<file path="config.mk">
export PLATFORM = sky130hd
export DESIGN_NAME = seq_divider
export DESIGN_NICKNAME = d
export VERILOG_FILES = /design/src/rtl/seq_divider_pkg.sv /design/src/rtl/seq_divider_addsub.sv /design/src/rtl/seq_divider.sv
export SDC_FILE = /design/constraint.sdc
export NUM_CORES = 1
export LEC_CHECK = 0
export BUFFER_PORTS_ARGS = -buffer_cell sky130_fd_sc_hd__buf_2
export CORE_UTILIZATION = 50
export CTS_CLUSTER_SIZE = 24
export DETAILED_ROUTE_END_ITERATION = 7
export PLACE_DENSITY = 0.8
export SYNTH_ARGS = -nofsm -noshare
export SYNTH_HDL_FRONTEND = slang
export SYNTH_SLANG_ARGS = --single-unit
</file>
<file path="constraint.sdc">
create_clock -name clk -period 6.35 [get_ports clk]
set_clock_uncertainty 0.1 [all_clocks]
set_input_delay 0.635 -clock clk [delete_from_list [all_inputs] [get_ports clk]]
set_output_delay 0.635 -clock clk [all_outputs]
set_load 0.03 [all_outputs]
</file>
<file path="src/rtl/seq_divider_pkg.sv">
// Shared definitions for the sequential restoring divider.
// State encoding and counter sizing helper.
package seq_divider_pkg;

    typedef logic [1:0] state_t;

    localparam state_t S_IDLE = 2'd0;
    localparam state_t S_RUN  = 2'd1;
    localparam state_t S_DONE = 2'd2;

    // Bits needed to hold the values 0..w
    function automatic int cnt_w(input int w);
        int n;
        n = 0;
        for (int i = 0; i < 8; i++) begin
            if ((1 << i) < (w + 1)) begin
                n = i + 1;
            end
        end
        return n;
    endfunction

endpackage

</file>
<file path="src/rtl/seq_divider_addsub.sv">
// Generic adder/subtractor core; sub=1 yields a - b.
// Carry and signed-overflow flags are provided alongside the result.
module addsub #(
    parameter int WIDTH = 8
) (
    input  logic [WIDTH-1:0] a,
    input  logic [WIDTH-1:0] b,
    input  logic             sub,
    output logic [WIDTH-1:0] sum,
    output logic             cout,
    output logic             ovf
);

    logic [WIDTH-1:0] bx;
    logic [WIDTH:0]   full;

    assign bx   = b ^ {WIDTH{sub}};
    assign full = {1'b0, a} + {1'b0, bx} + {{WIDTH{1'b0}}, sub};
    assign sum  = full[WIDTH-1:0];
    assign cout = full[WIDTH];
    assign ovf  = (a[WIDTH-1] == bx[WIDTH-1]) && (sum[WIDTH-1] != a[WIDTH-1]);

endmodule

</file>
<file path="src/rtl/seq_divider.sv">
// Multi-cycle unsigned restoring divider, one quotient bit per clock.
// Start/busy/done handshake; divide-by-zero flagged via div_zero.
module seq_divider
    import seq_divider_pkg::*;
#(
    parameter int WIDTH = 4
) (
    input  logic             clk,
    input  logic             rst_n,
    input  logic             start,
    input  logic [WIDTH-1:0] dividend,
    input  logic [WIDTH-1:0] divisor,
    output logic [WIDTH-1:0] quotient,
    output logic [WIDTH-1:0] remainder,
    output logic             busy,
    output logic             done,
    output logic             div_zero
);

    localparam int CW = cnt_w(WIDTH);

    state_t           state;
    state_t           state_nxt;
    logic [WIDTH-1:0] rem_reg;
    logic [WIDTH-1:0] q_reg;
    logic [WIDTH-1:0] dvs_reg;
    logic [CW-1:0]    count;

    logic [WIDTH:0]   trial;
    logic [WIDTH-1:0] rem_nxt;
    logic [WIDTH-1:0] q_nxt;
    logic             last;
    logic             unused_cout;
    logic             unused_ovf;

    addsub #(
        .WIDTH(WIDTH + 1)
    ) u_trial (
        .a   ({rem_reg, q_reg[WIDTH-1]}),
        .b   ({1'b0, dvs_reg}),
        .sub (1'b1),
        .sum (trial),
        .cout(unused_cout),
        .ovf (unused_ovf)
    );

    // Negative trial restores the shifted partial remainder
    assign rem_nxt = trial[WIDTH] ? {rem_reg[WIDTH-2:0], q_reg[WIDTH-1]}
                                  : trial[WIDTH-1:0];
    assign q_nxt   = {q_reg[WIDTH-2:0], ~trial[WIDTH]};
    assign last    = (count == CW'(1));

    always_ff @(posedge clk or negedge rst_n) begin
        if (!rst_n) begin
            state <= S_IDLE;
        end else begin
            state <= state_nxt;
        end
    end

    always_comb begin
        state_nxt = state;
        case (state)
            S_IDLE: begin
                if (start) begin
                    state_nxt = (divisor == '0) ? S_DONE : S_RUN;
                end
            end
            S_RUN: begin
                if (last) begin
                    state_nxt = S_DONE;
                end
            end
            S_DONE:  state_nxt = S_IDLE;
            default: state_nxt = S_IDLE;
        endcase
    end

    always_comb begin
        busy = (state == S_RUN);
        done = (state == S_DONE);
    end

    always_ff @(posedge clk or negedge rst_n) begin
        if (!rst_n) begin
            rem_reg   <= '0;
            q_reg     <= '0;
            dvs_reg   <= '0;
            count     <= '0;
            quotient  <= '0;
            remainder <= '0;
            div_zero  <= 1'b0;
        end else begin
            case (state)
                S_IDLE: begin
                    if (start) begin
                        dvs_reg  <= divisor;
                        div_zero <= (divisor == '0);
                        if (divisor == '0) begin
                            quotient  <= '1;
                            remainder <= dividend;
                        end else begin
                            rem_reg <= '0;
                            q_reg   <= dividend;
                            count   <= CW'(WIDTH);
                        end
                    end
                end
                S_RUN: begin
                    rem_reg <= rem_nxt;
                    q_reg   <= q_nxt;
                    count   <= count - CW'(1);
                    if (last) begin
                        quotient  <= q_nxt;
                        remainder <= rem_nxt;
                    end
                end
                default: ;
            endcase
        end
    end

endmodule

</file>
* Word-level counts from Yosys, hierarchy flattened
Cells that the tools add are included.
W data, S select, Z words.
** Operators by class
- $mul :: 0
- Divide/modulo/power cells :: 0
- Shift operators :: 0
- $add $sub $neg :: 3
- Reduce and logical (&&, ||, !) cells :: 7
- Bitwise operators :: 2
- Equal/unequal tests :: 7
- Magnitude comparators :: 0
- Mux-type cells :: 22
** Operators by type and width (count)
- $mux W4 :: 11
- $pmux W4 S2 :: 4
- $mux W2 :: 3
- $mux W3 :: 2
- $ne A2 B2 Y1 const B :: 3
- $pmux W3 S2 :: 1
- $add A5 B1 Y5 const B :: 1
- $add A5 B5 Y5 :: 1
- $not A4 Y5 :: 1
- $logic_not A4 Y1 :: 1
- $pmux W2 S2 :: 1
- $reduce_and A2 Y1 :: 2
- $reduce_and A4 Y1 :: 1
- $eq A3 B1 Y1 const B :: 1
- $reduce_and A3 Y1 :: 1
- $sub A3 B1 Y3 const B :: 1
- $eq A2 B1 Y1 const B :: 1
- $eq A2 B2 Y1 const B :: 1
- $logic_not A2 Y1 :: 1
- $ne A2 B1 Y1 const B :: 1
- $reduce_bool A2 Y1 :: 1
- $not A1 Y1 :: 1
** Word-level totals
- Bits in latches :: 0
- Input port bits :: 11
- ROM bits :: 0
- RAM bits :: 0
- Logic and storage cells :: 49
- Flip-flop bits (word level) :: 26
- Memories :: 0

* Longest topological paths before layout
- Word-level depth :: 6
- Gate-level depth with buffers :: 9

* Hierarchy
Synthesis repeated with hierarchy kept, for this count alone.
** Second synthesis, totals
- Cell total of the unflattened synthesis :: 138
- Area, all modules :: 1519.0 um^2
** By module, submodules not included
- seq_divider :: times used 1, seq. area each 650.6 um^2, cells an instance 106, area each 1249.9 um^2
- addsub :: times used 1, seq. area each 0.0 um^2, cells an instance 32, area each 269.0 um^2

* Worst setup path after synthesis
No wires, ideal clock.
- Path type :: reg-to-reg
- From :: reg q_reg[3]
- To :: reg remainder[3]
- Buffers on the path :: 0
- Data arrival time :: 1.812 ns
- Setup time :: 0.082 ns
- Stages on the path, launching flop included :: 10
- Path slack :: 4.355 ns
- Data required time :: 6.168 ns
- Period minus slack after synthesis :: 1.995 ns
- Cell sequence :: dfrtp_1 inv_1 ha_1 inv_1 fa_1 nand3_1 a21oi_1 nor4b_1 a211oi_1 o22ai_1
** Between the ends
- Word-level cells in the longest chain between the ends :: 5
** Ends and longest elaborated chain
- from (decl) :: RTL line seq_divider.sv:25 : logic [WIDTH-1:0] q_reg;
- from (signal assigned) :: RTL line seq_divider.sv:104 : q_reg <= dividend;
- from (signal assigned) :: RTL line seq_divider.sv:111 : q_reg <= q_nxt;
- $add A5 B5 Y5 :: RTL line seq_divider_addsub.sv:18 : assign full = {1'b0, a} + {1'b0, bx} + {{WIDTH{1'b0}}, sub};
- $add A5 B1 Y5 :: RTL line seq_divider_addsub.sv:18
- $mux W4 :: RTL line seq_divider.sv:48 : assign rem_nxt = trial[WIDTH] ? {rem_reg[WIDTH-2:0], q_reg[WIDTH-1]}
- $mux W4 :: RTL line seq_divider.sv:113 : if (last) begin
- $pmux W4 S2 :: RTL line seq_divider.sv:94 : case (state)
- to (signal assigned) :: RTL line seq_divider.sv:101 : remainder <= dividend;
- to (signal assigned) :: RTL line seq_divider.sv:115 : remainder <= rem_nxt;
- to (decl) :: RTL line seq_divider.sv:14 : output logic [WIDTH-1:0] remainder,
No other way between the ends. The select of a mux whose other input is x is not followed.
A chain may end at the register's enable or synchronous reset.

* Worst setup path after layout
- From :: reg state[0]
- To :: out busy
** Between the ends
- Word-level cells in the longest chain between the ends :: 1
** Ends and longest elaborated chain
- from (decl) :: RTL line seq_divider.sv:22 : state_t state;
- from (signal assigned) :: RTL line seq_divider.sv:57 : state <= state_nxt;
- $eq A2 B1 Y1 :: RTL line seq_divider.sv:80 : busy = (state == S_RUN);
- to (decl) :: RTL line seq_divider.sv:15 : output logic busy,
No other way between the ends.

==> flow_summary.ini <==
[run_status]
status = finished, final reports clean

[power]
leakage_nw = 0.728
power_density_mw_per_mm2 = 622
pwr-share-clk_pct = 11.8
p_int_mw = 0.509
p_comb_share_pct = 56.8
p_sw_mw = 0.444
peakVddDrop_uv = 366
swShare_pct = 46.6
seqPwrFrac_pct = 31.4

[synthesis]
yosysMostFrequentCell = dfrtp_1
yosysTopAreaCell = dfrtp_1
synth.top_cell.area_share_pct = 47.7
avgSynthCellArea_um2 = 9.48
synth_common_cells = dfrtp_1 (26), nand2_1 (20), nor2_1 (16)
netlist_area_mm2 = 0.00137
synth_seq_cells = 26
postSynthCellCount = 144
synth.area.top_cells = dfrtp_1 (48%), ha_1 (5.5%), nand2_1 (5.5%)
synth-main-ff-cell = dfrtp_1
seq_area_frac_synth_pct = 47.7
synthArstFlopShare_pct = 100
synth_edf_count = 0
synth.distinct_cells = 36
syn_nets = 162
ys_warn_count = 0

[floorplanning]
ios = 22
die_h_um = 54.3
placementRows = 18
die_w_um = 54.3
start_util_pct = 54.1
die_area_mm2 = 0.00294
coreArea_mm2 = 0.00252

[global_routing]
grt_first_pass_wirelength_um = 4810
grt_max_degree = 27
grtUsageTotal_pct = 23.1
grt_pass1_vias = 1143
gr-total-overflow = 0
antenna_found_initial = 0

[drt]
dr.pass1.iters = 4
drt_iter0_drc = 21
vias_per_cell = 5.66
wl_per_cell_um = 14.2
vias = 1109
drc = 0
wirelength_um = 2780
ant_nets = 0

[sta]
fin_tns_setup_ps = 0
fin_ws_ps = 3960
post-route-min-period_ps = 2390
hold_viol = 0
fmax_ghz = 0.418
fin_crit_sh_pct = 37.7
relSlewSlack_pct = 38.2
worst-slew-pin-transition_ps = 927
slew_violations = 0
rsz0062_at_grt = no
finalSetupViolCount = 0

[cts]
ctsHoldBuffers = 0
path_clk_slew_ps = 140
clock_sinks = 26
ctsHtreeMaxLevel = 1
cts_resized = 0
cts_tree = built
cts_buffer_depth = 2
cts-buffers-inserted = 3
clockRootBuffer = clkbuf_4
post-cts-setup-buffers = 0
clock_latency_ps = 320

[worst_setup_path]
critPathArrivalTime_ps = 1660
required_ps = 5610
worst-setup-path-type = flop to output port
endpoint_kind = output port
crit_fanout = 15
worstSetupStartpointType = flop

[placed_design]
place_congestion = 0.866
dp_hpwl_um = 2100
portBuffers = 21
place_ws_ps = 4130

[final_layout]
nNetsFinal = 185
insertedDiodeCount = 0
drive_gt1_share_pct = 21.1
seqCellArea_um2 = 651
multi_input_area_um2 = 638
area_growth_pct = 12.3
num-fill-cells = 214

[hold_path]
worstHoldPathType = primary input to asynchronous set/reset pin

[flow_run]
drv_cap = 0
[cell type report]
class | instances | area share [%]
Timing Repair Buffer | 21 | 6.86
Sequential cell | 26 | 42.4
Tap cell | 30 | 2.45
Inverter | 13 | 3.18
Clock inverter | 1 | 1.96
Multi-Input combinational cell | 102 | 41.6
Clock buffer | 3 | 1.47
[through the flow]
step	cell area (um^2)	hold slack, ps	power [mW]	utilization (%)	instances
2_1_floorplan	1370	239	0.717	-	144
3_3_place_gp	1480	372	0.812	58.7	192
3_5_place_dp	1480	384	0.842	58.7	192
4_1_cts	1530	198	0.956	60.8	196
5_1_grt	1530	206	1.04	60.8	196
6_report	1530	186	0.953	60.8	196
[cell usage in the layout, fill, tap and decap left out]
master,netlist,final
a31oi_1,4,4
nor2_1,16,16
fa_1,1,1
clkinv_1,1,1
o22ai_1,3,3
nor2b_1,2,2
o22a_2,2,2
nand2_4,1,1
a21o_1,3,3
nand3_1,6,6
dfrtp_1,26,26
a41oi_1,1,1
o21ai_0,7,7
a211oi_1,1,1
mux2_2,1,1
nand2_1,20,20
ha_1,6,6
clkbuf_4,0,3
o211ai_1,2,2
buf_2,0,21
inv_1,12,12
nor2_2,1,1
nor4b_1,1,1
nor4_1,2,2
or4_4,1,1
or2b_4,1,1
and3_1,1,1
bufinv_16,0,1
a21oi_1,11,11
o41ai_1,1,1
nand2b_4,1,1
and2_1,1,1
xnor2_1,1,1
nor3b_2,1,1
xor2_1,1,1
nand3b_1,1,1
a31oi_2,1,1
[power groups by stage]
stage	Combinational (mW)	Clock, mW	Sequential (mW)
2_1_floorplan	0.376	0	0.341
3_3_place_gp	0.515	0	0.297
3_5_place_dp	0.539	0	0.303
4_1_cts	0.541	0.116	0.299
5_1_grt	0.609	0.122	0.309
6_report	0.541	0.113	0.299
[critical path, cell delays in order (launching register included)]
cell,delay (ps)
dfrtp_1,440
or2b_4,330
clkinv_1,290
buf_2,280
[routing by layer]
metal / track usage (%) / wire length, um / vias to the layer above
met1: 27.8 / 1190 / 533
met4: 11.1 / 54 / 0
met2: 39.6 / 1430 / 26
li1: - / - / 543
met5: 0 / 0 / -
met3: 3.89 / 105 / 7
[worst paths after layout]
kind	start	endpoint	slack (ps)	cells past startpoint
min in group clk	quotient[0]	quotient[0]	410	1
max reg2reg	q_reg[3]	remainder[3]	4080	9
min reg2reg	quotient[0]	quotient[0]	410	1
min	rst_n	q_reg[2]	190	1
max in group asynchronous	rst_n	dvs_reg[0]	5580	1
max	state[0]	busy	3960	3
[logic make-up (layout without fill, tap and decap cells)]
family,count (synthesis),after routing,share of synthesized area (%)
adder cells (fa/ha/maj),7,7,6.97
buffers and inverters,16,38,5.59
flip-flops,26,26,47.7
multiplexers,1,1,0.825
AO/OA/AOI/OAI,36,36,16.8
AND/OR/NAND/NOR,56,56,20.9
XOR/XNOR,2,2,1.28
Note: power is estimated with default switching activity, not from simulation.
